<file path="src/rtl/dmem_fill_port.sv">
// dmem_fill_port: owns dmem's single write/address port. In IDLE the CPU
// access passes straight through with zero latency. On a fill request the
// block stalls the CPU and writes a constant or incrementing pattern over a
// contiguous, wrapping address range.
// Optional feature macro: DMEM_FILL_VERIFY_EN adds a VERIFY readback pass and
// the sticky fill_error output.
module dmem_fill_port #(
  parameter int Nloc  = 64,
  parameter int Dbits = 32,
  localparam int AW   = $clog2(Nloc)
) (
  input  logic             clock,
  input  logic             reset,
  input  logic             cpu_wr,
  input  logic [AW-1:0]    cpu_addr,
  input  logic [Dbits-1:0] cpu_writedata,
  output logic             cpu_stall,
  input  logic             fill_start,
  input  logic [AW-1:0]    fill_base,
  input  logic [AW:0]      fill_len,
  input  logic [Dbits-1:0] fill_value,
  input  logic             fill_incr,
  output logic             fill_busy,
  output logic             fill_done,
`ifdef DMEM_FILL_VERIFY_EN
  output logic             fill_error,
`endif
  output logic             mem_wr,
  output logic [AW-1:0]    mem_addr,
  output logic [Dbits-1:0] mem_writedata,
  input  logic [Dbits-1:0] mem_readdata
);

  typedef enum logic [1:0] {
    S_IDLE   = 2'd0,
    S_FILL   = 2'd1,
`ifdef DMEM_FILL_VERIFY_EN
    S_VERIFY = 2'd3,
`endif
    S_DONE   = 2'd2
  } state_t;

  state_t           state_q, state_d;
  logic [AW:0]      k_q, k_d;
  logic [AW-1:0]    base_q;
  logic [AW:0]      len_q;
  logic [Dbits-1:0] value_q;
  logic             incr_q;
  logic             accept;

  logic [AW:0]      len_clamped;
  logic [AW:0]      addr_sum;
  logic [AW-1:0]    fill_addr;
  logic [Dbits-1:0] fill_word;
  logic             last_k;

`ifdef DMEM_FILL_VERIFY_EN
  logic             error_q, error_d;
  assign fill_error = error_q;
`else
  // Readback data is only consumed by the VERIFY pass.
  logic             unused_readdata;
  assign unused_readdata = ^mem_readdata;
`endif

  // Requests longer than the memory are clamped to one full pass.
  assign len_clamped = (fill_len > (AW+1)'(Nloc)) ? (AW+1)'(Nloc) : fill_len;

  // base < Nloc and k < Nloc, so a single conditional subtract gives the wrap
  // even when Nloc is not a power of two.
  assign addr_sum  = {1'b0, base_q} + k_q;
  assign fill_addr = (addr_sum >= (AW+1)'(Nloc)) ? AW'(addr_sum - (AW+1)'(Nloc))
                                                 : AW'(addr_sum);
  assign fill_word = incr_q ? (value_q + Dbits'(k_q)) : value_q;
  assign last_k    = (k_q == (len_q - (AW+1)'(1)));

  // Next-state and port mux; reset overrides the write strobe immediately.
  always_comb begin
    state_d       = state_q;
    k_d           = k_q;
    accept        = 1'b0;
    cpu_stall     = 1'b1;
    fill_busy     = 1'b1;
    fill_done     = 1'b0;
    mem_wr        = 1'b0;
    mem_addr      = fill_addr;
    mem_writedata = fill_word;
`ifdef DMEM_FILL_VERIFY_EN
    error_d       = error_q;
`endif
    case (state_q)
      S_IDLE: begin
        cpu_stall     = 1'b0;
        fill_busy     = 1'b0;
        mem_wr        = cpu_wr;
        mem_addr      = cpu_addr;
        mem_writedata = cpu_writedata;
        if (fill_start) begin
          accept  = 1'b1;
          k_d     = '0;
`ifdef DMEM_FILL_VERIFY_EN
          error_d = 1'b0;
`endif
          state_d = (len_clamped == '0) ? S_DONE : S_FILL;
        end
      end
      S_FILL: begin
        mem_wr = 1'b1;
        if (last_k) begin
          k_d     = '0;
`ifdef DMEM_FILL_VERIFY_EN
          state_d = S_VERIFY;
`else
          state_d = S_DONE;
`endif
        end else begin
          k_d = k_q + (AW+1)'(1);
        end
      end
`ifdef DMEM_FILL_VERIFY_EN
      S_VERIFY: begin
        if (mem_readdata != fill_word) error_d = 1'b1;
        if (last_k) begin
          k_d     = '0;
          state_d = S_DONE;
        end else begin
          k_d = k_q + (AW+1)'(1);
        end
      end
`endif
      S_DONE: begin
        fill_done = 1'b1;
        state_d   = S_IDLE;
      end
      default: state_d = S_IDLE;
    endcase
    if (reset) mem_wr = 1'b0;
  end

  // FSM state and word pointer.
  always_ff @(posedge clock) begin
    if (reset) begin
      state_q <= S_IDLE;
      k_q     <= '0;
    end else begin
      state_q <= state_d;
      k_q     <= k_d;
    end
  end

  // Fill parameters captured on the accepting edge.
  always_ff @(posedge clock) begin
    if (accept && !reset) begin
      base_q  <= fill_base;
      len_q   <= len_clamped;
      value_q <= fill_value;
      incr_q  <= fill_incr;
    end
  end

`ifdef DMEM_FILL_VERIFY_EN
  // Sticky readback mismatch flag.
  always_ff @(posedge clock) begin
    if (reset) error_q <= 1'b0;
    else       error_q <= error_d;
  end
`endif

endmodule

</file>
<file path="config.mk">
export PLATFORM = sky130hd
export DESIGN_NAME = dmem_fill_port
export DESIGN_NICKNAME = d
export VERILOG_FILES = /design/src/rtl/dmem_fill_port.sv
export SDC_FILE = /design/constraint.sdc
export NUM_CORES = 1
export LEC_CHECK = 0
export CAP_MARGIN = 20
export CORE_MARGIN = 3
export CORE_UTILIZATION = 30
export DETAILED_ROUTE_END_ITERATION = 12
export SLEW_MARGIN = 40
export SYNTH_ARGS = -nofsm -noshare
export SYNTH_HDL_FRONTEND = slang
export SYNTH_SLANG_ARGS = --single-unit
</file>
<file path="constraint.sdc">
create_clock -name clock -period 19.52 [get_ports clock]
set_clock_uncertainty 0.2 [all_clocks]
set_input_delay 5.856 -clock clock [delete_from_list [all_inputs] [get_ports clock]]
set_output_delay 5.856 -clock clock [all_outputs]
set_load 0.02 [all_outputs]
</file>
==> results.py <==
metrics = {
    "drt": {
        "avgRoutedWirePerCell_um": 14.90,
        "viasPerCell": 4.848,
        "wl_um": 9207,
        "drc": 0,
        "drt_first_iter_violations": 53,
        "ant_nets": 0,
        "vias": 2996,
        "dr.pass1.iters": 4,
    },
    "clocking": {
        "cts.hold.buffers_added": 0,
        "cts_tree": "built",
        "clk_latency_ns": 0.29,
        "path_clk_slew_ns": 0.07,
        "cts_sinks": 55,
        "cts_setup_buffers": 0,
        "ctsResizeCount": 0,
        "cts_buffers": 5,
        "root_buffer": "clkbuf_16",
        "cts.htree.levels": 2,
        "cts_max_path_buffers": 2,
    },
    "global_route": {
        "antenna_found_initial": 0,
        "grt_pass1_vias": 2979,
        "grt.overflow.total": 0,
        "grt_max_degree": 51,
        "grt_util_all_layers_pct": 13.65,
        "grt_pass1_wl_um": 14340,
    },
    "synthesis": {
        "synth_top_cell_area_share_pct": 39.43,
        "ys_seq_elements": 55,
        "netlist_top_cells_area": "edfxtp_1, xor2_1, dfxtp_1",
        "async_flop_share_pct": 0,
        "synth_most_common_cell": "edfxtp_1",
        "synth_edf_count": 46,
        "synth_area_um2": 3503,
        "ys_seq_area_share_pct": 44.57,
        "synth_top_area_cell": "edfxtp_1",
        "yosys_warnings": 0,
        "synth.net_count": 488,
        "ys_top_cells_by_count": "edfxtp_1, nand2_1, xor2_1, o21ai_0, nor2_1",
        "ys.flop_type": "edfxtp_1",
        "synth_cell_types": 48,
        "synth_cells": 352,
        "syn_avg_cell_area_um2": 9.953,
    },
    "die": {
        "row_count": 38,
        "initial_core_util_pct": 31.49,
        "core_um2": 11130,
        "pin_count": 162,
        "die_area_um2": 13010,
        "die-width_um": 114.1,
        "die_h_um": 114.1,
    },
    "timing": {
        "rsz0062_at_grt": "no",
        "finalCriticalPeriod_ns": 13.62,
        "worst_slew_pin_slew_ns": 0.6557,
        "setup_violations": 0,
        "setup_tns_ns": 0,
        "max_freq_ghz": 0.07341,
        "relSlewSlack_pct": 56.24,
        "finalHoldViolCount": 0,
        "slew_violations": 0,
        "fin_crit_sh_pct": 69.79,
    },
    "layout": {
        "fin_nets": 613,
        "final_cells": 618,
        "drive_above_1_share_pct": 5.439,
        "final-seq-area_um2": 1562,
        "num_antenna_cells": 0,
        "areaGrowthSynthToFinish_pct": 46.89,
        "nFillCells": 1065,
        "multiInputGateArea_um2": 1862,
    },
    "place": {
        "io_buffers": 129,
        "hpwl_um": 7234,
        "placed_cells": 610,
        "place_congestion": 0.7989,
    },
    "setup_path": {
        "crit_required_ns": 13.46,
        "cpMostUsedCell": "clkdlybuf4s50_1",
        "worstSetupStartpointType": "input pin",
        "critical_path.top_delay_family": "buffers and inverters",
        "path_class": "in -> out",
        "path_buf_inv": 2,
        "slowest_delay_ns": 0.65,
        "crit_path_max_fanout": 10,
        "crit_chain": "clkdlybuf4s50_1 > nor2_1 > o21a_1 > clkdlybuf4s50_1",
        "arrival_ns": 7.57,
        "critPathSlowestCell": "clkdlybuf4s50_1",
        "cp-end-kind": "primary output",
    },
    "pwr": {
        "p_leak_nw": 1.890,
        "power_density_nw_per_um2": 72.88,
        "peakVddDrop_mv": 0.05468,
    },
    "outcome": {
        "status": "finished, final reports clean",
    },
    "job": {
        "drv_cap": 0,
    },
    "worst_hold_path": {
        "hp-class": "reg -> reg",
    },
}
==> sequential cells by signal (all words and copies together), names as in the netlist <==
signal   flops
base_q       6
incr_q       1
k_q          7
len_q        7
state_q      2
value_q     32
==> final timing paths <==
check | start | end | slack (ns) | cells after the start
max | reset | mem_wr | 5.90 | 4
min | state_q[1]$_SDFFE_PP0P_ | state_q[1]$_SDFFE_PP0P_ | 0.45 | 1
max reg2reg | state_q[1]$_SDFFE_PP0P_ | value_q[7]$_DFFE_PP_ | 16.44 | 5
min reg2reg | state_q[1]$_SDFFE_PP0P_ | state_q[1]$_SDFFE_PP0P_ | 0.45 | 1
==> power by group <==
group	internal [W]	switching (W)	leakage, nW
combinational	0.0000592	0.0000598	1.30
clock	0.0000735	0.0000403	0.0900
sequential	0.000135	0.00000713	0.500
total	0.000268	0.000107	1.89
==> layout make-up <==
cell class | instances | area share [%]
repair buffers | 133 | 25.67
clock inverters | 3 | 1.313
well taps | 140 | 3.404
clock buffers | 5 | 2.431
flip-flops and latches | 55 | 30.34
multi-input cells | 273 | 36.18
inverters | 9 | 0.6565
==> logic make-up (layout without fill, tap and decap cells) <==
family,count (synthesis),in the layout,synth area share [%]
multiplexers,6,6,1.714
buffers and inverters,24,150,2.822
AO/OA/AOI/OAI,69,69,11.89
adder cells (fa/ha/maj),16,16,6.143
AND/OR/NAND/NOR,134,134,20.86
XOR/XNOR,48,48,12.00
flip-flops,55,55,44.57
==> cell usage in the layout, fill, tap and decap left out, types with 2 or more instances in the layout <==
cell,Yosys,layout
and4_1,2,2
clkdlybuf4s50_1,0,129
nand4_1,14,14
clkbuf_16,0,5
or3_4,2,2
a31oi_1,2,2
and3_1,8,8
ha_1,14,14
mux2i_1,6,6
a21o_1,6,6
nor2_1,25,24
nor3_1,9,9
nor3_2,2,2
o21ai_1,2,2
nand3_1,7,7
buf_4,1,4
o21a_1,3,3
inv_1,9,8
bufinv_16,0,2
fa_1,2,2
xor2_1,28,28
edfxtp_1,46,46
dfxtp_1,9,9
a21oi_1,21,21
nand2_1,40,40
nand4b_1,2,2
nor2b_1,12,12
o21ai_0,27,27
xnor2_1,20,20
==> stage by stage <==
stage | setup WS, ns | hold slack (ns) | total power, W | util (%) | instance area [um2]
2_1_floorplan | 7.015 | 0.3259 | 0.0002043 | - | 3503
3_3_place_gp | 5.932 | 0.4170 | 0.0002636 | 44.47 | 4947
3_5_place_dp | 5.894 | 0.4281 | 0.0002650 | 44.52 | 4954
4_1_cts | 5.890 | 0.4440 | 0.0003804 | 46.26 | 5146
5_1_grt | 5.774 | 0.4751 | 0.0003947 | 46.26 | 5146
6_report | 5.898 | 0.4470 | 0.0003751 | 46.26 | 5146
==> metal layers <==
| layer | global-route usage (%) | part of all wire (%) | vias up |
|---|---|---|---|
| met4 | 2.534 | 0.85 | 0 |
| met5 | 0 | 0 | - |
| met3 | 2.220 | 4.2 | 6 |
| li1 | - | - | 1521 |
| met1 | 16.85 | 43 | 1400 |
| met2 | 25.18 | 52 | 69 |
Note: power is estimated with default switching activity, not from simulation.
